## src/rtl/mem_stall_ctrl.sv

```systemverilog
// mem_stall_ctrl: data-memory stall controller at the EX/MEM -> MEM boundary.
// Runs a req/ack handshake with a variable-latency data memory. While an access
// is outstanding it holds memStallOut high to freeze the pipeline buffers.
// It also keeps a stall-cycle counter and sticky protocol-error flags.
// Optional feature: define MEM_TIMEOUT_EN to abort a WAIT after TIMEOUT cycles
// without ack (returns ABORT_DATA on reads and sets timeoutOut).
module mem_stall_ctrl #(
  parameter int unsigned TIMEOUT    = 255,
  parameter logic [31:0] ABORT_DATA = 32'hDEADBEEF
) (
  input  logic        clockIn,
  input  logic        reset,
  input  logic        memReadIn,
  input  logic        memWriteIn,
  input  logic [31:0] addrIn,
  input  logic [31:0] writeDataIn,
  output logic        memStallOut,
  output logic [31:0] readDataOut,
  output logic        memReqOut,
  output logic        memWeOut,
  output logic [31:0] memAddrOut,
  output logic [31:0] memWDataOut,
  input  logic        memAckIn,
  input  logic [31:0] memRDataIn,
  output logic [31:0] stallCountOut,
  output logic        errOut,
  output logic        timeoutOut
);

  typedef enum logic [1:0] {
    S_IDLE,
    S_WAIT,
    S_DONE
  } state_t;

  state_t state;
  state_t state_nxt;

  logic acc;
  logic tmo_hit;

  assign acc = memReadIn | memWriteIn;

`ifdef MEM_TIMEOUT_EN
  logic [31:0] wait_cnt;

  // Abort fires on the last allowed WAIT cycle; a same-cycle ack takes priority.
  assign tmo_hit = (state == S_WAIT) && !memAckIn && (wait_cnt == 32'(TIMEOUT - 1));

  // Wait counter: zero in the first WAIT cycle, counts each WAIT cycle after.
  always_ff @(posedge clockIn or posedge reset) begin
    if (reset) begin
      wait_cnt <= '0;
    end else if (state != S_WAIT) begin
      wait_cnt <= '0;
    end else begin
      wait_cnt <= wait_cnt + 32'd1;
    end
  end

  // Sticky timeout flag.
  always_ff @(posedge clockIn or posedge reset) begin
    if (reset) begin
      timeoutOut <= 1'b0;
    end else if (tmo_hit) begin
      timeoutOut <= 1'b1;
    end
  end
`else
  assign tmo_hit    = 1'b0;
  assign timeoutOut = 1'b0;
`endif

  // State register.
  always_ff @(posedge clockIn or posedge reset) begin
    if (reset) begin
      state <= S_IDLE;
    end else begin
      state <= state_nxt;
    end
  end

  // Next-state logic.
  always_comb begin
    state_nxt = state;
    case (state)
      S_IDLE:  if (acc) state_nxt = S_WAIT;
      S_WAIT:  if (memAckIn || tmo_hit) state_nxt = S_DONE;
      S_DONE:  state_nxt = S_IDLE;
      default: state_nxt = S_IDLE;
    endcase
  end

  // Stall output; gated by reset so it drops asynchronously with the FSM.
  always_comb begin
    memStallOut = 1'b0;
    if (!reset) begin
      memStallOut = ((state == S_IDLE) && acc) || (state == S_WAIT);
    end
  end

  // Request/datapath registers, stall counter and sticky error flag.
  always_ff @(posedge clockIn or posedge reset) begin
    if (reset) begin
      memReqOut     <= 1'b0;
      memWeOut      <= 1'b0;
      memAddrOut    <= '0;
      memWDataOut   <= '0;
      readDataOut   <= '0;
      stallCountOut <= '0;
      errOut        <= 1'b0;
    end else begin
      if (memStallOut) begin
        stallCountOut <= stallCountOut + 32'd1;
      end
      case (state)
        S_IDLE: begin
          if (acc) begin
            memAddrOut  <= {addrIn[31:2], 2'b00};
            memWDataOut <= writeDataIn;
            memWeOut    <= memWriteIn;
            memReqOut   <= 1'b1;
          end
          if ((memReadIn && memWriteIn) || memAckIn) begin
            errOut <= 1'b1;
          end
        end
        S_WAIT: begin
          if (memAckIn) begin
            memReqOut <= 1'b0;
            if (!memWeOut) begin
              readDataOut <= memRDataIn;
            end
          end else if (tmo_hit) begin
            memReqOut <= 1'b0;
`ifdef MEM_TIMEOUT_EN
            if (!memWeOut) begin
              readDataOut <= ABORT_DATA;
            end
`endif
          end
        end
        default: ;
      endcase
    end
  end

endmodule

```

## config.mk

```make
export PLATFORM = sky130hd
export DESIGN_NAME = mem_stall_ctrl
export DESIGN_NICKNAME = d
export VERILOG_FILES = /design/src/rtl/mem_stall_ctrl.sv
export SDC_FILE = /design/constraint.sdc
export NUM_CORES = 1
export LEC_CHECK = 0
export BUFFER_PORTS_ARGS = -buffer_cell sky130_fd_sc_hd__buf_2
export CAP_MARGIN = 20
export CORE_MARGIN = 5
export CORE_UTILIZATION = 45
export CTS_BUF_LIST = sky130_fd_sc_hd__clkbuf_8
export CTS_CLUSTER_SIZE = 10
export DETAILED_ROUTE_END_ITERATION = 12
export PLACE_DENSITY = 0.86
export SYNTH_ARGS = -nofsm -noshare
export SYNTH_HDL_FRONTEND = slang
export SYNTH_SLANG_ARGS = --single-unit
```

## constraint.sdc

```tcl
create_clock -name clockIn -period 5.25 [get_ports clockIn]
set_clock_uncertainty 0.05 [all_clocks]
set_input_delay 0.2625 -clock clockIn [delete_from_list [all_inputs] [get_ports clockIn]]
set_output_delay 0.2625 -clock clockIn [all_outputs]
set_load 0.05 [all_outputs]
```

==> run_summary.xml <==
<?xml version="1.0" encoding="UTF-8"?>
<metrics>
  <group name="detailed_routing">
    <metric name="total_number_of_vias" unit="">4107</metric>
    <metric name="antenna_left" unit="">0</metric>
    <metric name="drt_pass1_iterations" unit="">4</metric>
    <metric name="wl" unit="µm">14200</metric>
    <metric name="wire_per_inst" unit="µm">17.1</metric>
    <metric name="initialDrtViolationCount" unit="">318</metric>
    <metric name="remaining_drc_errors" unit="">0</metric>
    <metric name="avgViaCountPerCell" unit="">4.95</metric>
  </group>
  <group name="clock_tree">
    <metric name="cts_tree" unit="">yes</metric>
    <metric name="clk_root_buffer_cell" unit="">sky130_fd_sc_hd__clkbuf_8</metric>
    <metric name="cts_setup_buffers" unit="">0</metric>
    <metric name="clock-sinks" unit="">131</metric>
    <metric name="clock_insertion_delay_worst_skew" unit="ps">430</metric>
    <metric name="cts.reportedPaths.clkPinSlew" unit="ps">70</metric>
    <metric name="cts_htree_levels" unit="">4</metric>
    <metric name="cts-resized-gates" unit="">0</metric>
    <metric name="number_of_buffers_inserted_during_clock_tree_synthesis" unit="">17</metric>
    <metric name="clock_path_buffers" unit="">2</metric>
    <metric name="cts_hold_repair.buffers" unit="">89</metric>
  </group>
  <group name="critical_path">
    <metric name="cp.depth" unit="">3</metric>
    <metric name="cpPeakStageDelay" unit="ps">440</metric>
    <metric name="cp_slowest_cell" unit="">sky130_fd_sc_hd__nor3b_1</metric>
    <metric name="critPathRequiredTime" unit="ps">4940</metric>
    <metric name="worstRegToRegCells" unit="">4</metric>
    <metric name="top_fanout_value_on_the_critical_path" unit="">10</metric>
    <metric name="critical_path.reg2reg.endpoint" unit="">memWDataOut[31]$_DFFE_PP0P_</metric>
    <metric name="setup.worst_path.class" unit="">register to primary output</metric>
    <metric name="critical_path_cell_by_cell" unit="">or3_1 &gt; nor3b_1 &gt; buf_2</metric>
    <metric name="timing.critical_path.from_type" unit="">register</metric>
    <metric name="path_delay_family" unit="">simple AND/OR/NAND/NOR gates</metric>
    <metric name="worst_ep_arrival_time" unit="ps">1930</metric>
    <metric name="endpoint_kind" unit="">primary output</metric>
    <metric name="regToRegStartpoint" unit="">state[1]$_DFFE_PP0P_</metric>
    <metric name="worstPathBufferInverterCount" unit="">1</metric>
    <metric name="rrSetupSlack" unit="ps">3100</metric>
    <metric name="timing.critical_path.to" unit="">memStallOut</metric>
    <metric name="startpoint" unit="">state[0]$_DFFE_PP0P_</metric>
  </group>
  <group name="timing">
    <metric name="slew_headroom" unit="">0.405</metric>
    <metric name="hold-worst-slack" unit="ps">-2.57</metric>
    <metric name="fmax" unit="MHz">446</metric>
    <metric name="fin_tns_setup" unit="ps">0</metric>
    <metric name="minimum_clock_period_after_layout" unit="ps">2240</metric>
    <metric name="final_min_period_over_clock_period" unit="">0.427</metric>
    <metric name="grt_setup_unrepaired" unit="">false</metric>
    <metric name="hold_viol_final" unit="">1</metric>
    <metric name="finalWorstSetupSlack" unit="ps">3010</metric>
    <metric name="finalMaxSlewViolations" unit="">0</metric>
    <metric name="setup-violations-final" unit="">0</metric>
    <metric name="timing_worst_slew_pin_value" unit="ps">892</metric>
  </group>
  <group name="floorplanning">
    <metric name="die_area" unit="µm²">13900</metric>
    <metric name="die_h" unit="µm">118</metric>
    <metric name="fp.dieW" unit="µm">118</metric>
    <metric name="fp.coreArea" unit="µm²">11400</metric>
    <metric name="initial_utilization" unit="">0.457</metric>
    <metric name="fp-row-count" unit="">39</metric>
    <metric name="ports" unit="">234</metric>
  </group>
  <group name="finish">
    <metric name="ff_latch_area" unit="µm²">3280</metric>
    <metric name="finish.instance_area" unit="µm²">7700</metric>
    <metric name="final_util" unit="">0.674</metric>
    <metric name="fillCellCount" unit="">786</metric>
    <metric name="final_nets" unit="">777</metric>
    <metric name="multi_input_comb_area" unit="µm²">1820</metric>
    <metric name="final_layout_size_suffix_gt1_frac" unit="">0.525</metric>
    <metric name="layout-area-overhead-vs-synth" unit="%">47.3</metric>
  </group>
  <group name="power">
    <metric name="max-vdd-ir-drop" unit="mV">0.639</metric>
    <metric name="pwr_cell_area" unit="nW/µm²">667</metric>
    <metric name="cellLeakagePower" unit="nW">3.76</metric>
  </group>
  <group name="synth">
    <metric name="yosysUniqueCellTypes" unit="">31</metric>
    <metric name="synth.yosys.warnings" unit="">0</metric>
    <metric name="synth_cells" unit="">352</metric>
    <metric name="post_synth.cell_area_avg" unit="µm²">14.8</metric>
    <metric name="mappedNetlistArea" unit="µm²">5220</metric>
    <metric name="synth_seq_area_share" unit="">0.628</metric>
    <metric name="ys_ff_latch" unit="">131</metric>
  </group>
  <group name="placement">
    <metric name="port_buffers" unit="">228</metric>
    <metric name="routabilityCongestion" unit="">0.811</metric>
    <metric name="detailedPlacementHpwl" unit="µm">8960</metric>
    <metric name="dpl_cell_area" unit="µm²">6460</metric>
    <metric name="place_worst_setup_slack" unit="ps">3140</metric>
  </group>
  <group name="global_routing">
    <metric name="grt_max_degree" unit="">75</metric>
    <metric name="vias_in_the_first_global_route" unit="">4583</metric>
    <metric name="grt_remaining_overflow" unit="">0</metric>
    <metric name="number_of_antenna_violations_at_the_first_check_in_global_routing" unit="">1</metric>
    <metric name="grt_first_pass_wirelength" unit="µm">23400</metric>
    <metric name="grt_usage" unit="">0.210</metric>
  </group>
  <group name="worst_hold_path">
    <metric name="hold_path.class" unit="">primary input to asynchronous set/reset pin</metric>
  </group>
  <group name="outcome">
    <metric name="outcome" unit="">complete, but fails checks</metric>
    <metric name="failed_checks" unit="">hold timing</metric>
  </group>
  <group name="job">
    <metric name="timing.max_cap.violations" unit="">0</metric>
  </group>
</metrics>
[sequential cells by signal (all words and copies together), names as in the netlist]
| signal | cells |
|---|---|
| memWDataOut | 32 |
| readDataOut | 32 |
| stallCountOut | 32 |
| memAddrOut | 30 |
| state | 2 |
| errOut | 1 |
| memReqOut | 1 |
| memWeOut | 1 |
[final cells by class]
| class | count | share of cell area |
|---|---|---|
| antenna | 1 | 0.000325 |
| clock buffer | 20 | 0.0358 |
| clock inverter | 10 | 0.00927 |
| inverter | 3 | 0.00179 |
| multi-input combinational | 202 | 0.237 |
| sequential | 131 | 0.426 |
| tap | 143 | 0.0232 |
| timing repair buffer | 320 | 0.267 |
[layout by cell type (no fill, tap or decap)]
master                          synthesis  final
sky130_fd_sc_hd__buf_2                  6    228
sky130_fd_sc_hd__dfrtp_1              131    131
sky130_fd_sc_hd__mux2_2                95     95
sky130_fd_sc_hd__dlygate4sd3_1          0     89
sky130_fd_sc_hd__xnor2_1               23     23
sky130_fd_sc_hd__clkbuf_8               0     20
sky130_fd_sc_hd__nand4_1               13     13
sky130_fd_sc_hd__nand2_1               11     11
sky130_fd_sc_hd__nand3_1                9      9
sky130_fd_sc_hd__xor2_1                 8      8
sky130_fd_sc_hd__inv_1                  3      7
sky130_fd_sc_hd__and4_1                 6      6
sky130_fd_sc_hd__and3_1                 5      5
sky130_fd_sc_hd__nor3_1                 4      4
sky130_fd_sc_hd__nor3b_1                3      3
sky130_fd_sc_hd__nor2_1                 4      3
sky130_fd_sc_hd__and2_1                 3      3
sky130_fd_sc_hd__a21o_1                 3      3
sky130_fd_sc_hd__conb_1                 1      3
sky130_fd_sc_hd__clkinv_2               0      3
sky130_fd_sc_hd__buf_4                  9      3
sky130_fd_sc_hd__and4_4                 2      2
sky130_fd_sc_hd__diode_2                0      1
sky130_fd_sc_hd__or3_1                  1      1
sky130_fd_sc_hd__nor3b_2                1      1
sky130_fd_sc_hd__and4bb_2               1      1
sky130_fd_sc_hd__and2_0                 1      1
sky130_fd_sc_hd__nor4_2                 1      1
sky130_fd_sc_hd__o21a_2                 0      1
sky130_fd_sc_hd__nand3b_1               1      1
sky130_fd_sc_hd__nor2_2                 0      1
sky130_fd_sc_hd__or2_2                  1      1
sky130_fd_sc_hd__inv_4                  0      1
sky130_fd_sc_hd__a22o_1                 1      1
sky130_fd_sc_hd__ha_1                   1      1
sky130_fd_sc_hd__clkinvlp_4             0      1
sky130_fd_sc_hd__bufinv_16              0      1
[where the power goes]
group | switching (mW) | leakage (nW) | internal [mW]
sequential | 0.242 | 1.60 | 1.42
clock | 0.356 | 0.196 | 0.395
combinational | 1.94 | 1.97 | 0.774
total | 2.54 | 3.76 | 2.59
[Yosys cell counts]
library cell / instances / area share
sky130_fd_sc_hd__clkbuf_1: 1 / 0.00072
sky130_fd_sc_hd__inv_1: 3 / 0.0022
sky130_fd_sc_hd__and2_0: 1 / 0.0012
sky130_fd_sc_hd__nand3b_1: 1 / 0.0014
sky130_fd_sc_hd__nor3b_2: 1 / 0.0024
sky130_fd_sc_hd__a22o_1: 1 / 0.0017
sky130_fd_sc_hd__a21o_1: 3 / 0.0043
sky130_fd_sc_hd__or3_1: 1 / 0.0012
sky130_fd_sc_hd__and4bb_2: 1 / 0.0024
sky130_fd_sc_hd__nor2_1: 4 / 0.0029
sky130_fd_sc_hd__nand4_1: 13 / 0.016
sky130_fd_sc_hd__mux2_2: 95 / 0.20
sky130_fd_sc_hd__and2_1: 3 / 0.0036
sky130_fd_sc_hd__dfrtp_1: 131 / 0.63
sky130_fd_sc_hd__buf_4: 9 / 0.013
sky130_fd_sc_hd__conb_1: 1 / 0.00072
sky130_fd_sc_hd__nand3_1: 9 / 0.0086
sky130_fd_sc_hd__and4_1: 6 / 0.010
sky130_fd_sc_hd__ha_1: 1 / 0.0024
sky130_fd_sc_hd__nor3_1: 4 / 0.0038
sky130_fd_sc_hd__nand2_1: 11 / 0.0079
sky130_fd_sc_hd__o21a_1: 1 / 0.0014
sky130_fd_sc_hd__xnor2_1: 23 / 0.039
sky130_fd_sc_hd__nor3b_1: 3 / 0.0043
sky130_fd_sc_hd__or2_2: 1 / 0.0012
sky130_fd_sc_hd__nor4_2: 1 / 0.0024
sky130_fd_sc_hd__buf_2: 6 / 0.0057
sky130_fd_sc_hd__and4_4: 2 / 0.0043
sky130_fd_sc_hd__and3_1: 5 / 0.0060
sky130_fd_sc_hd__buf_6: 2 / 0.0043
sky130_fd_sc_hd__xor2_1: 8 / 0.013
[kinds of logic after synthesis]
group                    after synthesis  share of synthesized area
AND/OR/NAND/NOR                       67                     0.0793
adder cells (fa/ha/maj)                1                    0.00239
buffers and inverters                 21                     0.0259
multiplexers                          95                      0.205
other                                  1                   0.000718
XOR/XNOR                              31                     0.0520
flip-flops                           131                      0.628
AO/OA/AOI/OAI                          5                    0.00743
[metrics by stage]
stage | power, mW | instances | hold slack [ps]
after floorplan | 3.71 | 354 | 352
after global placement | 4.25 | 710 | 390
after detailed placement | 4.33 | 710 | 407
after CTS | 5.15 | 829 | 0.692
after global routing | 5.37 | 830 | 3.33
final | 5.13 | 830 | -2.57
[layer usage]
| metal | part of all wire | GRT usage | wire (µm) | vias up |
|---|---|---|---|---|
| li1 | - | - | - | 1875 |
| met1 | 0.37 | 0.230 | 5240 | 1988 |
| met2 | 0.51 | 0.351 | 7260 | 189 |
| met3 | 0.078 | 0.0788 | 1110 | 55 |
| met4 | 0.043 | 0.114 | 612 | 0 |
| met5 | 0 | 0 | 0 | - |
[how the worst min path moves through the flow]
stage	from	to	slack, ps
after floorplan	memWriteIn	memWeOut$_DFFE_PP0P_	350
after global placement	errOut$_DFFE_PP0P_	errOut$_DFFE_PP0P_	390
after detailed placement	stallCountOut[31]$_DFFE_PP0P_	stallCountOut[31]$_DFFE_PP0P_	410
after CTS	addrIn[14]	memAddrOut[14]$_DFFE_PP0P_	0.7
after global routing	memRDataIn[0]	readDataOut[0]$_DFFE_PP0P_	3
final	reset	stallCountOut[1]$_DFFE_PP0P_	-3
[worst register-to-register path: stages, from the launching register on]
cell and delay (ps):
sky130_fd_sc_hd__dfrtp_1 460, sky130_fd_sc_hd__nor2_1 260, sky130_fd_sc_hd__o21a_2 180, sky130_fd_sc_hd__buf_4 600, sky130_fd_sc_hd__mux2_2 490
Power figures use the tool's default switching activity.
